<file path="src/rtl/spi_xfer_ctrl.sv">
// spi_xfer_ctrl - transfer sequencer for the APB SPI lite master.
//
// Sits in front of the LR shift register. On an accepted start it drops chip
// select, runs SCLK from a programmable half-period divider in any CPOL/CPHA
// mode, and issues one load pulse, DATA_W-1 shift pulses and DATA_W sample
// strobes per frame. At the end it releases chip select and pulses done.
//
// Ports:
//   clk_i        clock, all logic on the rising edge
//   rst_i        synchronous active-high reset
//   start_i      transfer request, only looked at while idle
//   div_i        SCLK half-period minus 1, in clk_i cycles
//   cpol_i       SCLK idle level
//   cpha_i       0: sample on leading edge, 1: sample on trailing edge
//   lsb_first_i  bit order, forwarded to the shifter as sh_rl_o
//   busy_o       high whenever a frame is in progress
//   done_o       one-cycle pulse in the frame end cycle
//   cs_n_o       chip select, active low
//   sclk_o       SPI clock
//   ld_o         one-cycle load pulse to the shifter
//   sh_en_o      one-cycle shift pulse to the shifter
//   sh_rl_o      shift direction, 1 = right / LSB first
//   sample_o     one-cycle strobe on every sampling edge
//
// All outputs are registered.

module spi_xfer_ctrl #(
  parameter int DATA_W = 8,
  parameter int DIV_W  = 8
) (
  input  logic             clk_i,
  input  logic             rst_i,
  input  logic             start_i,
  input  logic [DIV_W-1:0] div_i,
  input  logic             cpol_i,
  input  logic             cpha_i,
  input  logic             lsb_first_i,
  output logic             busy_o,
  output logic             done_o,
  output logic             cs_n_o,
  output logic             sclk_o,
  output logic             ld_o,
  output logic             sh_en_o,
  output logic             sh_rl_o,
  output logic             sample_o
);

  // Edge counter must hold 2*DATA_W.
  localparam int EW = $clog2(2 * DATA_W) + 1;
  localparam logic [EW-1:0] LAST_EDGE = EW'(2 * DATA_W);

  typedef enum logic [1:0] {
    ST_IDLE  = 2'd0,
    ST_SETUP = 2'd1,
    ST_XFER  = 2'd2,
    ST_HOLD  = 2'd3
  } state_t;

  state_t           state_r;
  logic [DIV_W-1:0] div_r;
  logic             cpol_r;
  logic             cpha_r;
  logic [DIV_W-1:0] cnt_r;
  logic [EW-1:0]    edge_r;

  logic             half_done_s;
  logic [EW-1:0]    edge_nxt_s;
  logic             edge_odd_s;
  logic             last_edge_s;
  logic             sample_hit_s;
  logic             shift_hit_s;

  // Decode what the next SCLK edge will be and which strobes it carries.
  always_comb begin
    half_done_s = (cnt_r == div_r);
    edge_nxt_s  = edge_r + EW'(1);
    edge_odd_s  = edge_nxt_s[0];
    last_edge_s = (edge_nxt_s == LAST_EDGE);
    // CPHA=0: sample on leading (odd) edges, shift on trailing edges except
    // the last. CPHA=1: the load presents bit 0, so shifting starts on
    // leading edge 3 and sampling happens on every trailing edge.
    sample_hit_s = cpha_r ? ~edge_odd_s : edge_odd_s;
    shift_hit_s  = cpha_r ? (edge_odd_s & (edge_nxt_s != EW'(1)))
                          : (~edge_odd_s & ~last_edge_s);
  end

  // Frame sequencer with all outputs registered.
  always_ff @(posedge clk_i) begin
    if (rst_i) begin
      state_r  <= ST_IDLE;
      div_r    <= {DIV_W{1'b0}};
      cpol_r   <= 1'b0;
      cpha_r   <= 1'b0;
      cnt_r    <= {DIV_W{1'b0}};
      edge_r   <= {EW{1'b0}};
      busy_o   <= 1'b0;
      done_o   <= 1'b0;
      cs_n_o   <= 1'b1;
      sclk_o   <= 1'b0;
      ld_o     <= 1'b0;
      sh_en_o  <= 1'b0;
      sh_rl_o  <= 1'b0;
      sample_o <= 1'b0;
    end else begin
      // Pulse outputs default low each cycle.
      ld_o     <= 1'b0;
      sh_en_o  <= 1'b0;
      sample_o <= 1'b0;
      done_o   <= 1'b0;
      case (state_r)
        ST_IDLE: begin
          cnt_r  <= {DIV_W{1'b0}};
          edge_r <= {EW{1'b0}};
          sclk_o <= cpol_i;
          if (start_i) begin
            div_r   <= div_i;
            cpol_r  <= cpol_i;
            cpha_r  <= cpha_i;
            sh_rl_o <= lsb_first_i;
            busy_o  <= 1'b1;
            cs_n_o  <= 1'b0;
            ld_o    <= 1'b1;
            state_r <= ST_SETUP;
          end else begin
            state_r <= ST_IDLE;
          end
        end
        // SETUP only differs from XFER in that it produces edge 1.
        ST_SETUP, ST_XFER: begin
          if (half_done_s) begin
            cnt_r    <= {DIV_W{1'b0}};
            edge_r   <= edge_nxt_s;
            sclk_o   <= ~sclk_o;
            sample_o <= sample_hit_s;
            sh_en_o  <= shift_hit_s;
            state_r  <= last_edge_s ? ST_HOLD : ST_XFER;
          end else begin
            cnt_r <= cnt_r + DIV_W'(1);
          end
        end
        ST_HOLD: begin
          if (half_done_s) begin
            cnt_r   <= {DIV_W{1'b0}};
            edge_r  <= {EW{1'b0}};
            busy_o  <= 1'b0;
            cs_n_o  <= 1'b1;
            done_o  <= 1'b1;
            state_r <= ST_IDLE;
          end else begin
            cnt_r <= cnt_r + DIV_W'(1);
          end
        end
        default: begin
          cnt_r   <= {DIV_W{1'b0}};
          edge_r  <= {EW{1'b0}};
          busy_o  <= 1'b0;
          cs_n_o  <= 1'b1;
          state_r <= ST_IDLE;
        end
      endcase
    end
  end

endmodule

</file>
<file path="config.mk">
export PLATFORM = sky130hd
export DESIGN_NAME = spi_xfer_ctrl
export DESIGN_NICKNAME = d
export VERILOG_FILES = /design/src/rtl/spi_xfer_ctrl.sv
export SDC_FILE = /design/constraint.sdc
export NUM_CORES = 1
export LEC_CHECK = 0
export BUFFER_PORTS_ARGS = -buffer_cell sky130_fd_sc_hd__buf_2
export CORE_UTILIZATION = 56
export CTS_CLUSTER_SIZE = 20
export DETAILED_ROUTE_END_ITERATION = 6
export PLACE_DENSITY = 0.78
export SLEW_MARGIN = 20
export SYNTH_ARGS = -nofsm -noshare
export SYNTH_HDL_FRONTEND = slang
export SYNTH_SLANG_ARGS = --single-unit
export TNS_END_PERCENT = 10
</file>
<file path="constraint.sdc">
create_clock -name clk_i -period 1.9 [get_ports clk_i]
set_input_delay 0.19 -clock clk_i [delete_from_list [all_inputs] [get_ports clk_i]]
set_output_delay 0.19 -clock clk_i [all_outputs]
set_load 0.1 [all_outputs]
</file>
==> Implementation_results.wiki, run 1 <==
{| class="wikitable"
! Metric !! Value
|-
| Resize count post-CTS || 0
|-
| Area of all sequential standard cells || 641 um^2
|-
| Least-Margin Pin Slew || 0.539 ns
|-
| Most frequent cell after synthesis || sky130_fd_sc_hd__dfxtp_1
|-
| Register-to-Register Setup Slack || 0.23 ns
|-
| Worst hold path class || primary input to register
|-
| Post-synthesis async set-or-reset flop share || 0
|-
| Slowest cell delay on critical path || 0.47 ns
|-
| Type of origin of the critical path || register
|-
| Power density of the placed cells || 1320 nW/um^2
|-
| Quantity of hold-fixing buffers added after cts || 0
|-
| Share of the core filled with cells || 0.694
|-
| Post-detailed-route count of antenna-violating nets || 0
|-
| Number of warnings reported in the yosys synthesis log || 0
|-
| CTS max path bufs || 2
|-
| Overall global routing resource usage || 0.272
|-
| Initial antenna violation count || 0
|-
| Synth top cells by count || 32 x sky130_fd_sc_hd__dfxtp_1, 26 x sky130_fd_sc_hd__nand2_1, 14 x sky130_fd_sc_hd__a21oi_1
|-
| Post-Place Worst Slack || 0.253 ns
|-
| Cell at the root of the clock tree || sky130_fd_sc_hd__clkbuf_4
|-
| Setup total negative slack || 0 ns
|-
| Via count of the first global-routing pass || 1,328
|-
| Diodes inserted || 0
|-
| Critical-path maximum fanout || 7
|-
| Via total after detailed routing || 1,381
|-
| Port Buf Inserts || 21
|-
| Post-CTS clock slew at the launch and capture registers of the worst setup and hold paths || 0.10 ns
|-
| Portion of the clock cycle consumed by the worst path in the final layout || 0.879
|-
| Static leakage || 0.712 nW
|-
| Critical Path, Cell by Cell || ha_1 > and2_1 > nor2_1 > o311a_1 > o2111a_1
|-
| Non-filler cells, final || 233
|-
| Chip width || 54.6 um
|-
| Number of levels in the clock H-tree || 2
|-
| Multi-input gate area || 835 um^2
|-
| Worst slew margin relative to its limit || 0.641
|-
| Cells after synthesis || 180
|-
| Min Clock Period, post-route || 1.67 ns
|-
| Wire length after detailed routing || 3.52 mm
|-
| DRC violation count after routing || 0
|-
| Cell with the largest stage delay on the worst path || sky130_fd_sc_hd__dfxtp_1
|-
| Placed cells || 225
|-
| Data required time of the critical path || 2.14 ns
|-
| Net total in the final layout || 221
|-
| Final number of setup-violating endpoints || 0
|-
| RSZ-0062 raised after global routing || no
|-
| Net count after synthesis || 199
|-
| Num CTS Buffers || 5
|-
| Floorplan die area || 2980 um^2
|-
| Initial Utilization || 0.608
|-
| Fraction of final layout cells with drive strength greater than 1 || 0.167
|-
| Data arrival at the endpoint of the critical path || 1.92 ns
|-
| Half-perimeter wire length of the detailed placement result || 2.48 mm
|-
| Number of hold-slack violations in the final timing report || 0
|-
| Flop and latch count out of synthesis || 32
|-
| Mean instance size in the synthesized netlist || 8.60 um^2
|-
| Sequential fraction of the synthesis area || 0.414
|-
| Final worst setup slack || 0.229 ns
|-
| Depth of the worst hold-timing path || 3
|-
| Synth top area share || 0.414
|-
| Clock tree from TritonCTS || yes
|-
| Count of unique library cells instantiated by Yosys || 39
|-
| RD Place Congestion || 0.869
|-
| Top Family by Delay on Critical Path || compound AO/OA/AOI/OAI gates
|-
| Number of enable-type register cells in the synthesized netlist || 0
|-
| Filler Cell Count || 216
|-
| Initial detailed-routing violation count || 27
|-
| Clock insertion delay at the later pin of the skew report || 0.34 ns
|-
| Largest area contributor in the synthesized netlist || sky130_fd_sc_hd__dfxtp_1
|-
| DIE HEIGHT || 54.6 um
|-
| Cell row count || 18
|-
| Max-slew violation total from the final report || 0
|-
| Pin count of the biggest net entering global routing || 30
|-
| Setup bufs post-CTS || 0
|-
| Global-route wire length before repair || 5.64 mm
|-
| Netlist area before placement || 1550 um^2
|-
| Critical path type || register to register
|-
| Worst IR drop on VDD || 1.02 mV
|-
| Worst reg2reg path startpoint || edge_r[0]$_SDFFE_PP0P_
|-
| Startpoint of the worst setup timing path || edge_r[0]$_SDFFE_PP0P_
|-
| Pre-Repair DR Iteration Count || 4
|-
| Critical Path Sink Type || register
|-
| Core footprint || 2540 um^2
|-
| CTS sink cnt || 32
|-
| End point of the most critical hold path || cpha_r$_SDFFE_PP0P_
|-
| Fmax || 598 MHz
|-
| Clock skew after layout || 0.00872 ns
|-
| Remaining global-route overflow || 0
|-
| Hold path startpoint || cpha_i
|-
| Result of the run || finished, final reports clean
|-
| Area Overhead vs Synth || 14.1%
|-
| Buffers and inverters on the worst path || 0
|-
| Number of vias per cell after detailed routing || 5.93
|-
| Most used DFF post-synth || sky130_fd_sc_hd__dfxtp_1
|-
| Largest cells by area after synthesis || sky130_fd_sc_hd__dfxtp_1 41%, sky130_fd_sc_hd__nand2_1 6.3%, sky130_fd_sc_hd__xnor2_1 5.7%
|-
| Top-level I/O count || 22
|-
| Endpoint of the most critical register-to-register path || sh_en_o$_SDFF_PP0_
|-
| Average wire per standard cell || 15.1 um
|-
| # Max-Cap Violations || 0
|-
| Length in cells of the worst reg-to-reg path || 5
|}
==> metrics by stage <==
| step | hold slack (ns) | area [um^2] | power (mW) |
|---|---|---|---|
| 6_report | 0.0708 | 1770 | 2.33 |
| 5_1_grt | 0.0658 | 1770 | 2.44 |
| 4_1_cts | 0.0617 | 1770 | 2.32 |
| 3_5_place_dp | 0.438 | 1670 | 1.74 |
| 3_3_place_gp | 0.430 | 1670 | 1.73 |
| 2_1_floorplan | 0.326 | 1550 | 1.56 |
==> cell type report <==
type,instances,area share
inverters,8,0.0170
multi-input cells,131,0.473
flip-flops and latches,32,0.363
clock buffers,7,0.0369
repair buffers,24,0.0723
well taps,30,0.0213
clock inverters,1,0.0170
==> state kept, by name, summed over array words and instances, names as in the netlist <==
| signal | count |
|---|---|
| state_r | 2 |
| div_r | 8 |
| cnt_r | 8 |
| edge_r | 5 |
| cs_n_o | 1 |
| sh_en_o | 1 |
| sclk_o | 1 |
| sample_o | 1 |
| done_o | 1 |
| cpha_r | 1 |
| sh_rl_o | 1 |
| ld_o | 1 |
| busy_o | 1 |
==> layer usage <==
layer / share of wire / up-vias / track usage
met5: 0 / - / 0
met4: 0.023 / 0 / 0.154
met3: 0.043 / 8 / 0.0944
met2: 0.50 / 40 / 0.465
met1: 0.43 / 639 / 0.288
li1: - / 694 / -
==> cells in the final DEF (no fill, tap or decap), drive strengths merged, types with 4 or more instances in the layout <==
master	instances
o21ai	7
nand3	8
dfxtp	32
xnor2	10
clkbuf	7
buf	24
nor2	6
xor2	6
a21oi	14
ha	5
inv	8
nor3	4
nand2	27
nor4	8
==> worst reg2reg max path, delay by kind of cell (launching register included) <==
family	cells	cell delay, ns
compound gates	2	0.55
fa+ha+maj	1	0.29
flops	1	0.47
simple gates	2	0.26
==> logic make-up after synthesis <==
group,Yosys count,synth area share
muxes,1,0.00647
buffers and inverters,17,0.0469
DFF,32,0.414
xor gates and xnor gates,16,0.0905
AOI/OAI and AO/OA,40,0.172
adders and majority gates,5,0.0404
and+or+nand+nor,69,0.230
==> worst max path at each step <==
| stage | end | slack (ns) | depth (start not counted) |
|---|---|---|---|
| after CTS | sh_en_o$_SDFF_PP0_ | 0.23 | 5 |
| after global routing | edge_r[3]$_SDFFE_PP0P_ | 0.14 | 4 |
| after detailed placement | sh_en_o$_SDFF_PP0_ | 0.25 | 5 |
| after floorplan | sh_en_o$_SDFF_PP0_ | 0.41 | 5 |
| after global placement | sh_en_o$_SDFF_PP0_ | 0.30 | 5 |
| final | sh_en_o$_SDFF_PP0_ | 0.23 | 5 |
==> report_power, final <==
group / total, mW / switching, mW / internal (mW)
Combinational: 0.904 / 0.657 / 0.247
Sequential: 0.837 / 0.0802 / 0.756
Clock: 0.585 / 0.236 / 0.349
Total: 2.33 / 0.973 / 1.35
Note: power is estimated with default switching activity, not from simulation.
==> inputs of run 2 (changes only) <==
- RECOVER_POWER: not set -> 50
==> Implementation_results.wiki, run 2 (synthesis results as in run 1) <==
{| class="wikitable"
! Metric !! Value
|-
| Worst IR drop on VDD || 1.02 mV (about the same)
|-
| Area Overhead vs Synth || 14.1% (unchanged)
|-
| Data arrival at the endpoint of the critical path || 1.91 ns (about the same)
|-
| Diodes inserted || 0 (unchanged)
|-
| Cell row count || 18 (unchanged)
|-
| Busiest grt layer || met2
|-
| Overall global routing resource usage || 0.272 (unchanged)
|-
| Hold path startpoint || cpha_i
|-
| Clock insertion delay at the later pin of the skew report || 0.35 ns (about the same)
|-
| Average wire per standard cell || 15.0 um (-0.40%)
|-
| Worst hold path class || primary input to register
|-
| Clock tree from TritonCTS || yes
|-
| Filler Cell Count || 216 (unchanged)
|-
| # Max-Cap Violations || 0 (unchanged)
|-
| Min Clock Period, post-route || 1.66 ns (-0.00599 ns)
|-
| Met2 Use GR || 0.465 (unchanged)
|-
| Initial detailed-routing violation count || 24 (-11%)
|-
| Startpoint of the worst setup timing path || edge_r[0]$_SDFFE_PP0P_
|-
| Initial Utilization || 0.608 (unchanged)
|-
| DIE HEIGHT || 54.6 um (unchanged)
|-
| Critical-path maximum fanout || 7 (unchanged)
|-
| Setup total negative slack || 0 ns (unchanged)
|-
| Critical path type || register to register
|-
| Resize count post-CTS || 0 (unchanged)
|-
| Power density of the placed cells || 1320 nW/um^2 (+0.22%)
|-
| CTS sink cnt || 32 (unchanged)
|-
| Post-detailed-route count of antenna-violating nets || 0 (unchanged)
|-
| Static leakage || 0.708 nW (-0.57%)
|-
| Worst reg2reg path startpoint || edge_r[0]$_SDFFE_PP0P_
|-
| Type of origin of the critical path || register
|-
| Core footprint || 2540 um^2 (unchanged)
|-
| DRC violation count after routing || 0 (unchanged)
|-
| Remaining global-route overflow || 0 (unchanged)
|-
| Wire length after detailed routing || 3.51 mm (-0.40%)
|-
| Most common cell after layout, fill and taps aside || sky130_fd_sc_hd__dfxtp_1
|-
| Number of vias per cell after detailed routing || 5.94 (+0.14%)
|-
| Data required time of the critical path || 2.15 ns (about the same)
|-
| Net total in the final layout || 221 (unchanged)
|-
| Chip width || 54.6 um (unchanged)
|-
| Floorplan die area || 2980 um^2 (unchanged)
|-
| Initial antenna violation count || 0 (unchanged)
|-
| Placed cells || 225 (unchanged)
|-
| Critical Path Sink Type || register
|-
| Number of hold-slack violations in the final timing report || 0 (unchanged)
|-
| CTS max path bufs || 2 (unchanged)
|-
| Pin count of the biggest net entering global routing || 30 (unchanged)
|-
| Most frequent cells in the layout || 32 x sky130_fd_sc_hd__dfxtp_1, 26 x sky130_fd_sc_hd__nand2_1, 14 x sky130_fd_sc_hd__a21oi_1
|-
| RSZ-0062 raised after global routing || no
|-
| Non-filler cells, final || 233 (unchanged)
|-
| Met1 track demand over resource in global routing || 0.288 (unchanged)
|-
| Biggest regs || cnt_r: 8 flops, div_r: 8 flops, edge_r: 5 flops
|-
| Clock skew after layout || 0.0127 ns (+0.00401 ns)
|-
| Setup bufs post-CTS || 0 (unchanged)
|-
| Port Buf Inserts || 21 (unchanged)
|-
| Met3 global-route usage || 0.0944 (unchanged)
|-
| Final number of setup-violating endpoints || 0 (unchanged)
|-
| Via total after detailed routing || 1,383 (+0.14%)
|-
| Fraction of final layout cells with drive strength greater than 1 || 0.167 (unchanged)
|-
| Worst slew margin relative to its limit || 0.637 (-0.00377)
|-
| RD Place Congestion || 0.869 (unchanged)
|-
| Global-route wire length before repair || 5.64 mm (unchanged)
|-
| Least-Margin Pin Slew || 0.547 ns (+0.00798 ns)
|-
| Hold WS || 0.0657 ns (-0.00510 ns)
|-
| Post-CTS clock slew at the launch and capture registers of the worst setup and hold paths || 0.11 ns (about the same)
|-
| Portion of the clock cycle consumed by the worst path in the final layout || 0.876 (-0.00315)
|-
| Fmax || 601 MHz (+0.36%)
|-
| Pre-Repair DR Iteration Count || 5 (+1)
|-
| Cell at the root of the clock tree || sky130_fd_sc_hd__clkbuf_4
|-
| Num CTS Buffers || 5 (unchanged)
|-
| Half-perimeter wire length of the detailed placement result || 2.48 mm (unchanged)
|-
| Via count of the first global-routing pass || 1,328 (unchanged)
|-
| Number of levels in the clock H-tree || 2 (unchanged)
|-
| Max-slew violation total from the final report || 0 (unchanged)
|-
| Result of the run || finished, final reports clean
|-
| Top-level I/O count || 22 (unchanged)
|-
| Quantity of hold-fixing buffers added after cts || 0 (unchanged)
|}
[run 2: cell count changes in the layout (fill, tap and decap cells not counted)]
cell | before | now
sky130_fd_sc_hd__buf_2 | 21 | 13
sky130_fd_sc_hd__clkbuf_2 | 0 | 8
[run 2: layout make-up]
| cell class | count | area (um^2) | share of cell area |
|---|---|---|---|
| flip-flops and latches | 32 | 641 | 0.363 |
| repair buffers | 24 | 128 | 0.0723 |
| clock buffers | 7 | 65.1 | 0.0369 |
| well taps | 30 | 37.5 | 0.0213 |
| clock inverters | 1 | 30.0 | 0.0170 |
| multi-input cells | 131 | 835 | 0.473 |
| inverters | 8 | 30.0 | 0.0170 |
[run 2: power by group]
group | internal, mW | total, mW | switching (mW)
clock | 0.349 | 0.588 | 0.239
combinational | 0.246 | 0.904 | 0.658
sequential | 0.756 | 0.839 | 0.0822
[run 2: worst max-delay path, stage by stage (launching register included)]
cell and delay (ns):
sky130_fd_sc_hd__dfxtp_1 0.47, sky130_fd_sc_hd__ha_1 0.29, sky130_fd_sc_hd__and2_1 0.20, sky130_fd_sc_hd__nor2_1 0.06
sky130_fd_sc_hd__o311a_1 0.32, sky130_fd_sc_hd__o2111a_1 0.23
[run 2: final timing paths]
path / to / slack [ns] / depth (start not counted)
worst max-delay path: sh_en_o$_SDFF_PP0_ / 0.24 / 5
worst min-delay path: cpha_r$_SDFFE_PP0P_ / 0.07 / 3
worst max register to register: sh_en_o$_SDFF_PP0_ / 0.24 / 5
worst min register to register: sh_rl_o$_SDFFE_PP0P_ / 0.46 / 2
[run 2: per-layer routing]
layer | vias to the layer above | part of all wire
met5 | - | 0
met2 | 44 | 0.50
met3 | 8 | 0.041
met1 | 636 | 0.44
li1 | 695 | -
met4 | 0 | 0.023
[run 2: metrics by stage]
stage	cell area, um^2	utilization	total power [mW]	worst slack [ns]
2_1_floorplan	1550	-	1.56	0.415
3_5_place_dp	1670	0.656	1.74	0.253
4_1_cts	1770	0.694	2.32	0.235
3_3_place_gp	1670	0.656	1.73	0.296
6_report	1770	0.694	2.33	0.235
5_1_grt	1770	0.694	2.44	0.137
